File: config.mk
export PLATFORM = sky130hd
export DESIGN_NAME = program_sequencer_flat
export DESIGN_NICKNAME = d
export VERILOG_FILES = /design/src/rtl/cpu_pkg.sv /design/src/rtl/program_sequencer_if.sv /design/src/rtl/ret_addr_stack.sv /design/src/rtl/program_sequencer.sv /design/src/flat_wrapper.sv
export SDC_FILE = /design/constraint.sdc
export NUM_CORES = 1
export LEC_CHECK = 0
export ABC_CLOCK_PERIOD_IN_PS = 3500
export CORE_MARGIN = 2
export CORE_UTILIZATION = 40
export CTS_CLUSTER_DIAMETER = 30
export DETAILED_ROUTE_END_ITERATION = 10
export HOLD_SLACK_MARGIN = 0.05
export PLACE_DENSITY = 0.73
export SYNTH_ARGS = -nofsm -noshare
export SYNTH_HDL_FRONTEND = slang
export SYNTH_SLANG_ARGS = --single-unit
File: constraint.sdc
create_clock -name clk -period 3.5 [get_ports clk]
set_clock_uncertainty 0.05 [all_clocks]
set_input_delay 1.05 -clock clk [delete_from_list [all_inputs] [get_ports clk]]
set_output_delay 1.05 -clock clk [all_outputs]
set_load 0.02 [all_outputs]
File: src/rtl/cpu_pkg.sv
// Shared sequencer definitions: address width default, next-pc select codes, jump target builder.
// No logic; types and helpers only.
// No flow control.
package cpu_pkg;

    localparam int PM_ADDR_W_DFLT = 8;

    // Source of the next program-memory address, listed in priority order.
    typedef enum logic [2:0] {
        NPC_HOLD,
        NPC_JMP,
        NPC_CALL,
        NPC_RET,
        NPC_JNZ,
        NPC_INC
    } npc_sel_e;

    // Jump targets land on 16-word boundaries: the nibble becomes the upper address bits.
    function automatic logic [7:0] build_tgt(input logic [3:0] nibble);
        return {nibble, 4'h0};
    endfunction

endpackage

File: src/rtl/program_sequencer_if.sv
// Control and status bundle between the decoder and the program sequencer.
// No logic; wires only.
// No flow control: hold is the only stall mechanism.
interface program_sequencer_if
    import cpu_pkg::*;
#(
    parameter int PM_ADDR_W   = PM_ADDR_W_DFLT,
    parameter int STACK_DEPTH = 4,
    parameter int CNT_W       = 16
);
    localparam int LVL_W = $clog2(STACK_DEPTH) + 1;

    logic                 hold;
    logic                 jmp;
    logic                 jmp_nz;
    logic                 call;
    logic                 ret;
    logic [3:0]           jmp_addr;
    logic                 dont_jmp;
    logic [PM_ADDR_W-1:0] pm_addr;
    logic [PM_ADDR_W-1:0] pc;
    logic                 stack_err;
    logic [LVL_W-1:0]     stack_lvl;
    logic [CNT_W-1:0]     instr_cnt;

    // Decoder side.
    modport master (
        output hold, jmp, jmp_nz, call, ret, jmp_addr, dont_jmp,
        input  pm_addr, pc, stack_err, stack_lvl, instr_cnt
    );

    // Sequencer side.
    modport slave (
        input  hold, jmp, jmp_nz, call, ret, jmp_addr, dont_jmp,
        output pm_addr, pc, stack_err, stack_lvl, instr_cnt
    );

endinterface

File: src/rtl/ret_addr_stack.sv
// LIFO of return addresses with level, full/empty and combinational top-of-stack.
// Latency: push/pop take effect on the next clk edge; top is combinational.
// Backpressure: push when full and pop when empty are ignored; the caller flags them.
module ret_addr_stack #(
    parameter int DATA_W = 8,
    parameter int DEPTH  = 4
) (
    input  logic                           clk,
    input  logic                           rst,
    input  logic                           i_push,
    input  logic                           i_pop,
    input  logic [DATA_W-1:0]              i_dat,
    output logic                           o_full,
    output logic                           o_empty,
    output logic [$clog2(DEPTH):0]         o_lvl,
    output logic [DATA_W-1:0]              o_top
);
    localparam int IDX_W = $clog2(DEPTH);
    localparam int LVL_W = IDX_W + 1;

    logic [DATA_W-1:0] r_mem [DEPTH];
    logic [LVL_W-1:0]  r_lvl;
    logic [IDX_W-1:0]  w_wr_idx;
    logic [IDX_W-1:0]  w_top_idx;
    logic              w_do_push;
    logic              w_do_pop;

    // Write slot is the current level; the top sits one below it.
    assign w_wr_idx  = r_lvl[IDX_W-1:0];
    assign w_top_idx = w_wr_idx - IDX_W'(1);
    assign o_full    = (r_lvl == LVL_W'(DEPTH));
    assign o_empty   = (r_lvl == '0);
    assign o_lvl     = r_lvl;
    assign o_top     = r_mem[w_top_idx];
    assign w_do_push = i_push && !o_full;
    assign w_do_pop  = i_pop && !o_empty && !i_push;

    // Occupancy pointer; only state that needs reset, stale entries are invalid once level is 0.
    always_ff @(posedge clk or posedge rst) begin
        if (rst) begin
            r_lvl <= '0;
        end else if (w_do_push) begin
            r_lvl <= r_lvl + LVL_W'(1);
        end else if (w_do_pop) begin
            r_lvl <= r_lvl - LVL_W'(1);
        end
    end

    // Entry storage, written on push only.
    always_ff @(posedge clk) begin
        if (w_do_push) begin
            r_mem[w_wr_idx] <= i_dat;
        end
    end

endmodule

File: src/rtl/program_sequencer.sv
// Program-memory address generator with jump, conditional jump, call/ret stack, hold and retired counter.
// Latency: pm_addr is combinational from controls; pc follows pm_addr one edge later.
// Backpressure: hold freezes pc, stack and counter and discards any control asserted with it.
module program_sequencer
    import cpu_pkg::*;
#(
    parameter int PM_ADDR_W   = PM_ADDR_W_DFLT,
    parameter int STACK_DEPTH = 4,
    parameter int CNT_W       = 16
) (
    input  logic                clk,
    input  logic                sync_reset,
    program_sequencer_if.slave  bus
);
    localparam int LVL_W = $clog2(STACK_DEPTH) + 1;

    logic [PM_ADDR_W-1:0] r_pc;
    logic                 r_err;
    logic [CNT_W-1:0]     r_cnt;

    logic [PM_ADDR_W-1:0] w_pc_inc;
    logic [PM_ADDR_W-1:0] w_tgt;
    logic [PM_ADDR_W-1:0] w_top;
    logic [PM_ADDR_W-1:0] w_pm_addr;
    logic [LVL_W-1:0]     w_lvl;
    logic                 w_full;
    logic                 w_empty;
    logic                 w_push;
    logic                 w_pop;
    logic                 w_err_set;
    npc_sel_e             w_sel;

    assign w_pc_inc = r_pc + PM_ADDR_W'(1);
    assign w_tgt    = PM_ADDR_W'(build_tgt(bus.jmp_addr));

    // Priority select of the next-address source; a ret on an empty stack does not match.
    always_comb begin
        w_sel = NPC_INC;
        if (bus.hold) begin
            w_sel = NPC_HOLD;
        end else if (bus.jmp) begin
            w_sel = NPC_JMP;
        end else if (bus.call) begin
            w_sel = NPC_CALL;
        end else if (bus.ret && !w_empty) begin
            w_sel = NPC_RET;
        end else if (bus.jmp_nz && !bus.dont_jmp) begin
            w_sel = NPC_JNZ;
        end
    end

    // Next-address mux; forced to zero while reset is asserted.
    always_comb begin
        w_pm_addr = w_pc_inc;
        case (w_sel)
            NPC_HOLD: w_pm_addr = r_pc;
            NPC_JMP:  w_pm_addr = w_tgt;
            NPC_CALL: w_pm_addr = w_tgt;
            NPC_RET:  w_pm_addr = w_top;
            NPC_JNZ:  w_pm_addr = w_tgt;
            default:  w_pm_addr = w_pc_inc;
        endcase
        if (sync_reset) begin
            w_pm_addr = '0;
        end
    end

    // Stack actions: a call on a full stack still jumps but the push is dropped.
    assign w_push    = (w_sel == NPC_CALL) && !w_full && !sync_reset;
    assign w_pop     = (w_sel == NPC_RET) && !sync_reset;
    assign w_err_set = ((w_sel == NPC_CALL) && w_full) ||
                       (!bus.hold && !bus.jmp && !bus.call && bus.ret && w_empty);

    ret_addr_stack #(
        .DATA_W (PM_ADDR_W),
        .DEPTH  (STACK_DEPTH)
    ) u_stack (
        .clk     (clk),
        .rst     (sync_reset),
        .i_push  (w_push),
        .i_pop   (w_pop),
        .i_dat   (w_pc_inc),
        .o_full  (w_full),
        .o_empty (w_empty),
        .o_lvl   (w_lvl),
        .o_top   (w_top)
    );

    // Current address register; hold re-presents pc through the mux so no enable is needed.
    always_ff @(posedge clk or posedge sync_reset) begin
        if (sync_reset) begin
            r_pc <= '0;
        end else begin
            r_pc <= w_pm_addr;
        end
    end

    // Sticky overflow/underflow flag, cleared only by reset.
    always_ff @(posedge clk or posedge sync_reset) begin
        if (sync_reset) begin
            r_err <= 1'b0;
        end else if (w_err_set) begin
            r_err <= 1'b1;
        end
    end

    // Retired-instruction counter, saturating at all-ones, frozen by hold.
    always_ff @(posedge clk or posedge sync_reset) begin
        if (sync_reset) begin
            r_cnt <= '0;
        end else if (!bus.hold && (r_cnt != '1)) begin
            r_cnt <= r_cnt + CNT_W'(1);
        end
    end

    assign bus.pm_addr   = w_pm_addr;
    assign bus.pc        = r_pc;
    assign bus.stack_err = r_err;
    assign bus.stack_lvl = w_lvl;
    assign bus.instr_cnt = r_cnt;

endmodule

File: src/flat_wrapper.sv
// flat-port wrapper written by rule: the top's interface ports become plain ports
module program_sequencer_flat import cpu_pkg::*;
#(
    parameter int PM_ADDR_W   = PM_ADDR_W_DFLT,
    parameter int STACK_DEPTH = 4,
    parameter int CNT_W       = 16
)
  (clk, sync_reset, bus_hold, bus_jmp, bus_jmp_nz, bus_call, bus_ret, bus_jmp_addr, bus_dont_jmp, bus_pm_addr, bus_pc, bus_stack_err, bus_stack_lvl, bus_instr_cnt);
  program_sequencer_if #(.PM_ADDR_W(PM_ADDR_W), .STACK_DEPTH(STACK_DEPTH), .CNT_W(CNT_W)) bus_i ();
  input  logic clk;
  input  logic sync_reset;
  input wire logic [$bits(bus_i.hold)-1:0] bus_hold;
  input wire logic [$bits(bus_i.jmp)-1:0] bus_jmp;
  input wire logic [$bits(bus_i.jmp_nz)-1:0] bus_jmp_nz;
  input wire logic [$bits(bus_i.call)-1:0] bus_call;
  input wire logic [$bits(bus_i.ret)-1:0] bus_ret;
  input wire logic [$bits(bus_i.jmp_addr)-1:0] bus_jmp_addr;
  input wire logic [$bits(bus_i.dont_jmp)-1:0] bus_dont_jmp;
  output wire logic [$bits(bus_i.pm_addr)-1:0] bus_pm_addr;
  output wire logic [$bits(bus_i.pc)-1:0] bus_pc;
  output wire logic [$bits(bus_i.stack_err)-1:0] bus_stack_err;
  output wire logic [$bits(bus_i.stack_lvl)-1:0] bus_stack_lvl;
  output wire logic [$bits(bus_i.instr_cnt)-1:0] bus_instr_cnt;
  assign bus_i.hold = bus_hold;
  assign bus_i.jmp = bus_jmp;
  assign bus_i.jmp_nz = bus_jmp_nz;
  assign bus_i.call = bus_call;
  assign bus_i.ret = bus_ret;
  assign bus_i.jmp_addr = bus_jmp_addr;
  assign bus_i.dont_jmp = bus_dont_jmp;
  assign bus_pm_addr = bus_i.pm_addr;
  assign bus_pc = bus_i.pc;
  assign bus_stack_err = bus_i.stack_err;
  assign bus_stack_lvl = bus_i.stack_lvl;
  assign bus_instr_cnt = bus_i.instr_cnt;
  program_sequencer #(.PM_ADDR_W(PM_ADDR_W), .STACK_DEPTH(STACK_DEPTH), .CNT_W(CNT_W)) u_core (.clk(clk), .sync_reset(sync_reset), .bus(bus_i));
endmodule
==> flow_summary_export.csv <==
group,metric,value,unit
run_status,status,"finished, violations left",
run_status,violations,"setup timing",
yosys,synth-simple-area-share,12.47,%
power,leakage,1.556,nW
detailed_routing,route.met3.wl,279,um
placement,gp_congestion,0.8407,
final_layout,final_cell_area,0.003938,mm2
yosys,synth.most_common_cell,"edfxtp_1",
sta,layout_min_cycle_time,3.622,ns
yosys,yosys.cell_types.count,43,
sta,rsz0062_at_grt,"yes",
critical_path,crit_fanout,6,
detailed_routing,met2WireLength,3.499,mm
cts,clk_latency,0.34,ns
yosys,synthTopCellsByCount,"edfxtp_1 (32), dfrtp_1 (28), xnor2_1 (15)",
yosys,synth_top_area_share,33.61,%
detailed_routing,wl_per_cell,17.60,um
yosys,ys_seq_area_share,58.12,%
yosys,synth_seq_cells,60,
detailed_routing,drc,0,
yosys,synthesis.nets,225,
grt,grt_pass1_wl,11.12,mm
grt,gr-total-overflow,0,
sta,period_share,103.5,%
final_layout,final_nets,310,
yosys,syn-instance-count,206,
cts,cts-root-buf,"clkbuf_8",
floorplanning,initial_core_util,41.62,%
cts,cts.clk_slew.worst_paths,0.06,ns
critical_path,arrival,2.52,ns
floorplanning,die_w,88.54,um
critical_path,cp-start-kind,"primary input",
yosys,synthMuxAreaShare,7.834,%
cts,cts_buffers,9,
detailed_routing,ant_nets,0,
floorplanning,fp.dieArea,0.007839,mm2
sta,finalWorstSetupSlack,-0.1217,ns
yosys,synth_area,0.002859,mm2
floorplanning,fp-row-count,30,
sta,max_freq,276.1,MHz
detailed_routing,drt-met1-wl,2.990,mm
final_layout,layout-drive-gt1-share,30.07,%
yosys,synth_compound_area_share,9.278,%
final_layout,antenna_cells,0,
detailed_routing,drt_wl_total,6.901,mm
yosys,ys_async_sr_fraction,46.67,%
detailed_routing,vias_per_cell,5.283,
cts,cts-htree-levels,3,
cts,cts_tree,"built",
placement,place_ws,-0.9992,ns
sta,tightestPinTransition,0.6264,ns
final_layout,fin_util,57.32,%
power,p_per_area,610.2,mW/mm2
yosys,synth_edf_count,32,
worst_hold_path,hold_path_class,"flip-flop to flip-flop",
yosys,yosys-top-cells-area,"edfxtp_1 (34%), dfrtp_1 (25%), mux4_2 (6.3%), xnor2_1 (4.6%), a221oi_1 (2.8%)",
sta,relSlewSlack,57.85,%
yosys,synth_top_family_by_area,"simple AND/OR/NAND/NOR gates",
cts,cts_sinks,60,
placement,postPlaceCellArea,0.003645,mm2
critical_path,worstSetupEndpointType,"output pin",
sta,slew_viol_final,0,
placement,dpl.hpwl,4.791,mm
yosys,synth_ff_type,"edfxtp_1",
sta,hold_viol_final,0,
cts,cts.path.max_buffers,2,
grt,grt_usage,19.38,%
sta,setup-tns-final,-0.5317,ns
yosys,synth_top_area_cell,"edfxtp_1",
detailed_routing,highest_layer,"met4",
grt,grt_pass1_vias,2180,
critical_path,criticalPathCategory,"primary input to output pin",
detailed_routing,drt_iter0_markers,171,
floorplanning,ioPinCount,48,
floorplanning,core_area,0.006869,mm2
detailed_routing,vias,2071,
power,max-vdd-ir-drop,0.4786,mV
yosys,synthAdderAreaFrac,3.326,%
sta,setup_viol,7,
grt,grt_antenna_before_repair,0,
job,maxCapViolations,0,
yosys,synth-xor-area-share,5.821,%
grt,grt_max_degree,21,
critical_path,cp.required,2.40,ns
yosys,yosysWarnings,0,
detailed_routing,drtPass1Iterations,4,
yosys,avgSynthCellArea,13.88,um2
final_layout,syn_to_final_growth,37.72,%
cts,cts_hold_buffers,0,
floorplanning,die-height,88.54,um
placement,io_buffer_count,47,
-- flip-flops by register name (all words and copies together), names as in the netlist --
| register | flops |
|---|---|
| u_core.bus.stack_err | 1 |
| u_core.bus.instr_cnt | 16 |
| u_core.u_stack.o_lvl | 3 |
| u_core.u_stack.r_mem | 32 |
| u_core.bus.pc | 8 |
-- metrics by stage --
step	hold slack [ns]	total power, mW	std cells
6_report	0.4606	2.403	392
5_1_grt	0.5106	2.522	392
3_5_place_dp	0.4421	1.801	367
3_3_place_gp	0.4334	1.772	367
4_1_cts	0.4681	2.407	388
2_1_floorplan	0.5423	1.411	206
-- power breakdown --
| group | internal (mW) | total [mW] | leakage [nW] | switching (mW) |
|---|---|---|---|---|
| Clock | 0.321 | 0.586 | 0.0911 | 0.265 |
| Sequential | 0.834 | 0.926 | 0.653 | 0.0921 |
| Combinational | 0.453 | 0.891 | 0.812 | 0.438 |
-- worst max-delay path, cell delays in order --
cell,delay (ns)
buf_8,0.10
or3_4,0.38
a221oi_4,0.23
buf_6,0.19
a221oi_4,0.04
a221oi_2,0.32
buf_4,0.20
-- per-layer routing --
metal	vias up	track usage [%]
li1	960	-
met1	1031	26.14
met2	67	31.10
met3	13	3.358
met4	0	8.264
met5	-	0
-- kinds of logic after synthesis --
kind of cell / after synthesis
AND/OR/NAND/NOR: 60
buffers and inverters: 19
AO/OA/AOI/OAI: 29
XOR/XNOR: 19
flip-flops: 60
adder cells (fa/ha/maj): 7
multiplexers: 12
-- placed cells by master, fill, tap and decap left out, drive strengths merged, types with 9 or more instances in the layout --
master	Yosys	layout
dfrtp	28	28
a221oi	11	11
edfxtp	32	32
inv	11	11
clkdlybuf4s50	0	33
clkbuf	2	10
nand2	9	9
xnor2	15	15
nand3	9	9
buf	6	46
-- path summary, 6_finish.rpt --
path / from / endpoint / slack (ns) / cells after the start
worst max-delay path: bus_jmp / bus_pm_addr[7] / -0.12 / 7
worst min-delay path: u_core.bus.stack_err$_DFFE_PP0P_ / u_core.bus.stack_err$_DFFE_PP0P_ / 0.46 / 1
worst max register to register: u_core.u_stack.o_lvl[0]$_DFFE_PP0P_ / u_core.u_stack.o_lvl[2]$_DFFE_PP0P_ / 1.14 / 11
worst min register to register: u_core.bus.stack_err$_DFFE_PP0P_ / u_core.bus.stack_err$_DFFE_PP0P_ / 0.46 / 1
max in group asynchronous: sync_reset / u_core.u_stack.o_lvl[1]$_DFFE_PP0P_ / 1.49 / 5
min in group asynchronous: sync_reset / u_core.bus.pc[4]$_DFF_PP0_ / 1.29 / 4
-- what timing repair did --
item / CTS / global route
endpoints found under the hold margin: 0 / 0
buffers inserted: 4 / 6
resized for setup: 69 / 7
endpoints found under the setup margin: 8 / 8
gates cloned: 1 / 0
pin swaps: 8 / 6
-- final cells by class --
type | instances | area [um2]
clock buffer | 10 | 127.6
clock inverter | 6 | 55.05
tap | 96 | 120.1
inverter | 11 | 41.29
multi-input combinational | 127 | 1190
fill | 565 | 2932
sequential | 60 | 1662
timing repair buffer | 82 | 742.0
Power figures use the tool's default switching activity.
